===== src/rtl/lnand_pulse_driver_if.sv =====
// Request/latch-side signal bundle for lnand_pulse_driver.
// slave = the pulse driver, master = requester plus latch feedback.
interface lnand_pulse_driver_if;
  logic req_valid;
  logic req_op;
  logic req_ready;
  logic sin;
  logic rin;
  logic q_fb;
  logic done;
  logic err;
  logic err_clr;

  modport master (
    output req_valid,
    output req_op,
    output q_fb,
    output err_clr,
    input  req_ready,
    input  sin,
    input  rin,
    input  done,
    input  err
  );

  modport slave (
    input  req_valid,
    input  req_op,
    input  q_fb,
    input  err_clr,
    output req_ready,
    output sin,
    output rin,
    output done,
    output err
  );
endinterface


===== src/rtl/lnand_pulse_driver.sv =====
// Turns set/clear requests into width-guaranteed active-low SIN/RIN pulses
// for a NAND SR latch. Optional Q feedback check: define LNAND_QFB_CHECK_EN.
module lnand_pulse_driver #(
  parameter int PW_CYCLES  = 2,
  parameter int GAP_CYCLES = 1,
  parameter int CNT_W      = 4
) (
  input  logic                 clk,
  input  logic                 rst,
  lnand_pulse_driver_if.slave  bus
);

  typedef enum logic [1:0] {
    IDLE  = 2'd0,
    PULSE = 2'd1,
    GAP   = 2'd2
  } state_t;

  localparam logic [CNT_W-1:0] PW_LOAD  = CNT_W'(PW_CYCLES - 1);
  localparam logic [CNT_W-1:0] GAP_LOAD = CNT_W'(GAP_CYCLES - 1);

  state_t           state_reg, state_next;
  logic [CNT_W-1:0] cnt_reg, cnt_next;
  logic             op_reg, op_next;
  logic             sin_reg, sin_next;
  logic             rin_reg, rin_next;
  logic             ready_reg, ready_next;
  logic             done_reg, done_next;
  logic             gap_end;

  assign gap_end = (state_reg == GAP) && (cnt_reg == '0);

  always_ff @(posedge clk) begin
    if (rst) begin
      state_reg <= IDLE;
      cnt_reg   <= '0;
      op_reg    <= 1'b0;
      sin_reg   <= 1'b1;
      rin_reg   <= 1'b1;
      ready_reg <= 1'b0;
      done_reg  <= 1'b0;
    end else begin
      state_reg <= state_next;
      cnt_reg   <= cnt_next;
      op_reg    <= op_next;
      sin_reg   <= sin_next;
      rin_reg   <= rin_next;
      ready_reg <= ready_next;
      done_reg  <= done_next;
    end
  end

  // Line drives are complementary only at acceptance and while pulsing,
  // so SIN and RIN can never be low together.
  always_comb begin
    state_next = state_reg;
    cnt_next   = cnt_reg;
    op_next    = op_reg;
    sin_next   = 1'b1;
    rin_next   = 1'b1;
    ready_next = 1'b0;
    done_next  = 1'b0;
    case (state_reg)
      IDLE: begin
        if (bus.req_valid && ready_reg) begin
          state_next = PULSE;
          cnt_next   = PW_LOAD;
          op_next    = bus.req_op;
          sin_next   = ~bus.req_op;
          rin_next   = bus.req_op;
        end else begin
          ready_next = 1'b1;
        end
      end
      PULSE: begin
        if (cnt_reg == '0) begin
          state_next = GAP;
          cnt_next   = GAP_LOAD;
        end else begin
          cnt_next = cnt_reg - 1'b1;
          sin_next = ~op_reg;
          rin_next = op_reg;
        end
      end
      GAP: begin
        if (cnt_reg == '0) begin
          state_next = IDLE;
          ready_next = 1'b1;
          done_next  = 1'b1;
        end else begin
          cnt_next = cnt_reg - 1'b1;
        end
      end
      default: begin
        state_next = IDLE;
        cnt_next   = '0;
      end
    endcase
  end

  assign bus.sin       = sin_reg;
  assign bus.rin       = rin_reg;
  assign bus.req_ready = ready_reg;
  assign bus.done      = done_reg;

`ifdef LNAND_QFB_CHECK_EN
  logic err_reg, err_next;

  // A fresh mismatch beats a simultaneous clear.
  always_comb begin
    err_next = err_reg;
    if (gap_end && (bus.q_fb != op_reg)) begin
      err_next = 1'b1;
    end else if (bus.err_clr) begin
      err_next = 1'b0;
    end
  end

  always_ff @(posedge clk) begin
    if (rst) begin
      err_reg <= 1'b0;
    end else begin
      err_reg <= err_next;
    end
  end

  assign bus.err = err_reg;
`else
  logic unused_fb;
  assign unused_fb = bus.q_fb ^ bus.err_clr ^ gap_end;
  assign bus.err   = 1'b0;
`endif

endmodule

===== src/flat_wrapper.sv =====
// flat-port wrapper written by rule: the top's interface ports become plain ports
module lnand_pulse_driver_flat 
#(
  parameter int PW_CYCLES  = 2,
  parameter int GAP_CYCLES = 1,
  parameter int CNT_W      = 4
)
  (clk, rst, bus_req_valid, bus_req_op, bus_q_fb, bus_err_clr, bus_req_ready, bus_sin, bus_rin, bus_done, bus_err);
  lnand_pulse_driver_if bus_i ();
  input  logic clk;
  input  logic rst;
  input wire logic [$bits(bus_i.req_valid)-1:0] bus_req_valid;
  input wire logic [$bits(bus_i.req_op)-1:0] bus_req_op;
  input wire logic [$bits(bus_i.q_fb)-1:0] bus_q_fb;
  input wire logic [$bits(bus_i.err_clr)-1:0] bus_err_clr;
  output wire logic [$bits(bus_i.req_ready)-1:0] bus_req_ready;
  output wire logic [$bits(bus_i.sin)-1:0] bus_sin;
  output wire logic [$bits(bus_i.rin)-1:0] bus_rin;
  output wire logic [$bits(bus_i.done)-1:0] bus_done;
  output wire logic [$bits(bus_i.err)-1:0] bus_err;
  assign bus_i.req_valid = bus_req_valid;
  assign bus_i.req_op = bus_req_op;
  assign bus_i.q_fb = bus_q_fb;
  assign bus_i.err_clr = bus_err_clr;
  assign bus_req_ready = bus_i.req_ready;
  assign bus_sin = bus_i.sin;
  assign bus_rin = bus_i.rin;
  assign bus_done = bus_i.done;
  assign bus_err = bus_i.err;
  lnand_pulse_driver #(.PW_CYCLES(PW_CYCLES), .GAP_CYCLES(GAP_CYCLES), .CNT_W(CNT_W)) u_core (.clk(clk), .rst(rst), .bus(bus_i));
endmodule

===== config.mk =====
export PLATFORM = sky130hd
export DESIGN_NAME = lnand_pulse_driver_flat
export DESIGN_NICKNAME = d
export VERILOG_FILES = /design/src/rtl/lnand_pulse_driver_if.sv /design/src/rtl/lnand_pulse_driver.sv /design/src/flat_wrapper.sv
export SDC_FILE = /design/constraint.sdc
export NUM_CORES = 1
export LEC_CHECK = 0
export CAP_MARGIN = 25
export CORE_ASPECT_RATIO = 1.75
export CORE_MARGIN = 3
export CORE_UTILIZATION = 25
export DETAILED_ROUTE_END_ITERATION = 10
export HOLD_SLACK_MARGIN = 0.05
export SYNTH_ARGS = -nofsm -noshare
export SYNTH_HDL_FRONTEND = slang
export SYNTH_SLANG_ARGS = --single-unit

===== constraint.sdc =====
create_clock -name clk -period 1.7 [get_ports clk]
set_clock_uncertainty 0.2 [all_clocks]
set_input_delay 0.17 -clock clk [delete_from_list [all_inputs] [get_ports clk]]
set_output_delay 0.17 -clock clk [all_outputs]
set_load 0.01 [all_outputs]

Word-level counts from Yosys, hierarchy flattened

Cells that the tools add are included.

Input bits: 6
Output and inout port bits: 5
Register bits: 11

Bitwise gates (word level): 3
Reduce and logical (&&, ||, !) cells: 7
Equality and inequality tests: 6
Add/sub/neg operators: 1
Multiplexer cells: 17

Operators with widths:

| operator                                              | count |
|---|---|
| 2-to-1 mux 4 bit                                      | 3 |
| case mux 4 bit (3 select lines)                       | 1 |
| 2-to-1 mux 1 bit                                      | 6 |
| 2-to-1 mux 2 bit                                      | 3 |
| case mux 1 bit (2 select lines)                       | 3 |
| case mux 2 bit (3 select lines)                       | 1 |
| logical NOT 4 bit                                     | 1 |
| inequality test 2 x 1 -> 1 bit, second input constant | 2 |
| inequality test 2 bit, second input constant          | 2 |
| AND reduction 2 bit                                   | 2 |
| subtractor 4 x 1 -> 4 bit, second input constant      | 1 |
| NOT 1 bit                                             | 3 |
| AND reduction 3 bit                                   | 1 |
| equality test 2 x 1 -> 1 bit, second input constant   | 1 |
| equality test 2 bit, second input constant            | 1 |
| logical NOT 2 bit                                     | 1 |
| OR reduction 2 bit                                    | 1 |
| logical AND 1 bit                                     | 1 |

Logic depth before layout (Yosys ltp)

Depth after elaboration: 3
Mapped depth: 6

Least setup slack after synthesis

No wires, ideal clock.

Kind: register to register
From: register u_core.cnt_reg[0]
To: register u_core.cnt_reg[0]
Period minus slack after synthesis: 1.523 ns
Data arrival time: 1.193 ns
Buffers on the path: 0
Slack: 0.177 ns
Stages on the path, launching flop included: 7
Library setup time: 0.131 ns
Cell sequence: dfxtp_1 > inv_1 > ha_1 > nor3b_2 > nor3_1 > o31ai_1 > a21oi_1

Cells in the longest elaborated chain, start to end: 3

Ends and longest elaborated chain:

| item                                                                   | line                     | source |
|---|---|---|
| start, declared                                                        | lnand_pulse_driver.sv:23 | `logic [CNT_W-1:0] cnt_reg, cnt_next;` |
| start signal, assigned                                                 | lnand_pulse_driver.sv:44 | `cnt_reg <= cnt_next;` |
| subtractor 4 x 1 -> 4 bit or logical NOT 4 bit (tied branches)         | --                       |  |
| 2-to-1 mux 4 bit, or another cell as far along                         | lnand_pulse_driver.sv:86 | `if (cnt_reg == '0) begin` |
| case mux 4 bit (3 select lines) or AND reduction 2 bit (tied branches) | --                       |  |

Several ways; a longest one is shown, not always the timed one. The select of a mux whose other input is x is not followed.
A chain may end at the register's enable or synchronous reset.

Worst setup path after layout

From: register u_core.ready_reg (netlist: u_core.bus.req_ready)
To: output port bus_req_ready

RTL lines:

| item                   | line                     | source |
|---|---|---|
| start, declared        | lnand_pulse_driver.sv:27 | `logic ready_reg, ready_next;` |
| start signal, assigned | lnand_pulse_driver.sv:48 | `ready_reg <= ready_next;` |
| end, declared          | flat_wrapper.sv:16       | `output wire logic [$bits(bus_i.req_ready)-1:0] bus_req_ready;` |

No word-level cell between the ends.

==> impl_metrics.yaml <==
worst_setup_path:
  setup.worst_path.start_class: "register"
  crit_start: "u_core.bus.req_ready$_SDFF_PP0_"
  critPathKind: "register to primary output"
  crit_arrival_ps: 1240
  crit_fanout: 6
  path_delay_family: "buffers and inverters"
  endpoint_kind: "primary output"
  worstPathRequired_ps: 1330
  critPathBufInv: 1
  r2r-start: "u_core.cnt_reg[1]$_SDFFE_PP0P_"
  cp_slowest_cell: "clkdlybuf4s50_1"
  path_cells: "clkdlybuf4s50_1"
  slowest_delay_ps: 570
drt:
  route.detailed.drc: 0
  vias: 507
  drt_iter0_drc: 10
  wirelength_um: 1179
  avgRoutedWirePerCell_um: 11.67
  post_drt_via_cell_ratio: 5.020
  drt_pass1_iterations: 4
  ant_nets: 0
clocking:
  clock_path_buffers: 2
  cts_sinks: 11
  postCtsSetupBuffers: 0
  cts_buffers: 3
  clockRootBuffer: "clkbuf_4"
  htreeDepth: 1
  cts_tree: "done"
  clkLatencyLatePin_ps: 270
  path_clk_slew_ps: 60
floorplan:
  die_y_um: 69.75
  num_rows: 22
  core_um2: 2147
  boundaryPins: 11
  fp.dieW_um: 42.43
  start_util_pct: 27.04
  die_area_um2: 2959
power_and_ir_drop:
  comb_power_share_pct: 28.2
  p_leak_nw: 0.2539
  p_sw_mw: 0.2030
  pwr_density_cell_nw_per_um2: 955.0
  swShare_pct: 30.33
  clkPwrFrac_pct: 26.1
  ir_worst_vdd_uv: 255.3
  seqPwrFrac_pct: 45.7
  p_int_mw: 0.4662
global_routing:
  antenna_found_initial: 0
  grt-ovfl-total: 0
  grtUsageTotal_pct: 8.676
  grt_max_degree: 12
  grt_pass1_vias: 522
  grt_pass1_wl_um: 1973
timing:
  period_share_pct: 94.75
  finalSetupViolCount: 0
  fmax_mhz: 620.8
  fin_setup_tns_ps: 0
  hold_violations: 0
  whs_ps: 279.9
  drv_slew: 0
  rsz0062_at_grt: "no"
  final.min_clock_period_ps: 1611
outcome:
  status: "complete, no violations"
min_path:
  worstHoldStart: "u_core.op_reg$_SDFFE_PP0P_"
  min_path_type: "register to register"
synth:
  ys_seq_elements: 11
  netlist_area_um2: 580.6
  yosysWarnings: 0
  yosysUniqueCellTypes: 29
  syn_avg_cell_area_um2: 8.414
  synthCells: 69
  synth_seq_area_share_pct: 37.93
  synth_nets: 77
layout:
  drive_gt1_share_pct: 18.18
  area_growth_pct: 20.69
  largest_reg_flops: 4
  final_cells: 101
  antennaDiodeCount: 0
  final_util_pct: 32.63
  fin_nets: 86
place:
  place_inst: 97
  port-buffer-count: 7
  dp.final_hpwl_um: 923.6
  gp_congestion: 0.8052
run:
  timing.max_cap.violations: 0
[placed cells by master, fill, tap and decap left out, types with 2 or more instances in the layout]
cell type	Yosys	final
dfxtp_1	11	9
a21oi_1	7	7
clkdlybuf4s50_1	0	7
nor2_1	6	6
nand2b_1	5	5
nor3_1	4	4
nand2_1	3	3
nand3_1	3	3
o21ai_0	3	3
clkbuf_4	0	3
inv_1	3	2
o21ai_2	2	2
a211oi_1	2	2
[cell usage after synthesis, drive strengths merged]
master	number	area share [%]
nand2b	5	5.4
conb	1	0.65
buf	3	4.1
or3b	1	1.9
ha	2	4.3
nand4	1	1.1
nor2	6	3.9
or3	1	1.1
clkbuf	1	0.65
nor3	4	3.4
and4bb	1	2.2
nand3	3	2.6
o22ai	1	1.1
nor2b	1	1.1
o31ai	1	1.3
a211o	1	1.5
a21oi	7	6.0
dfxtp	11	38
a211oi	2	2.6
and3b	1	1.5
o21ai	6	6.5
and2	1	1.1
nand2	3	1.9
nor3b	2	4.3
inv	3	1.9
[path summary, 6_finish.rpt]
path	endpoint	slack [ps]	cells past startpoint
worst min register to register	u_core.op_reg$_SDFFE_PP0P_	280	2
worst max-delay path	bus_req_ready	90	1
worst max register to register	u_core.state_reg[1]$_SDFFE_PP0P_	110	6
worst min-delay path	u_core.op_reg$_SDFFE_PP0P_	280	2
[kinds of logic after synthesis]
group / count (synthesis) / synth area share [%]
buf+inv: 7 / 6.680
flops: 11 / 37.93
simple gates: 30 / 31.47
other cells: 1 / 0.6459
fa+ha+maj: 2 / 4.310
compound gates: 18 / 18.96
[per-stage QoR]
step                power (mW)  cell area (um2)  setup slack (ps)
finish                  0.6691            700.7             89.23
CTS                     0.6696            688.2             54.14
detailed placement      0.4902            660.6             20.93
global placement        0.4863            660.6             45.01
global route            0.7147            700.7             10.90
floorplan               0.4355            580.6             176.7
[layout make-up]
class,count,area [um2]
Timing Repair Buffer,8,77.57
Sequential cell,11,225.2
Inverter,3,11.26
Fill cell,227,1446
Multi-Input combinational cell,51,330.3
Clock buffer,4,26.28
Tap cell,24,30.03
[metal layers]
metal  GRT usage (%)  part of all wire [%]  routed length [um]  vias up
met5               0                     0                   0        -
met4           7.958                   3.6                  42        0
met3           1.039                   3.6                  43        4
met2           15.79                    53                 630       13
met1           7.717                    39                 462      233
li1                -                     -                   -      257
[power groups by stage]
stage               Clock (mW)  Combinational, mW  Sequential [mW]
floorplan                    0              0.135            0.300
global placement             0              0.179            0.308
detailed placement           0              0.182            0.308
CTS                      0.183              0.183            0.303
global route             0.196              0.209            0.310
finish                   0.174              0.189            0.306
[what timing repair did]
item,CTS,global route
pin swaps,0,5
hold buffers,0,0
gates resized for setup,1,5
endpoints found under the setup margin,1,5
cloned,0,0
Power figures use the tool's default switching activity.
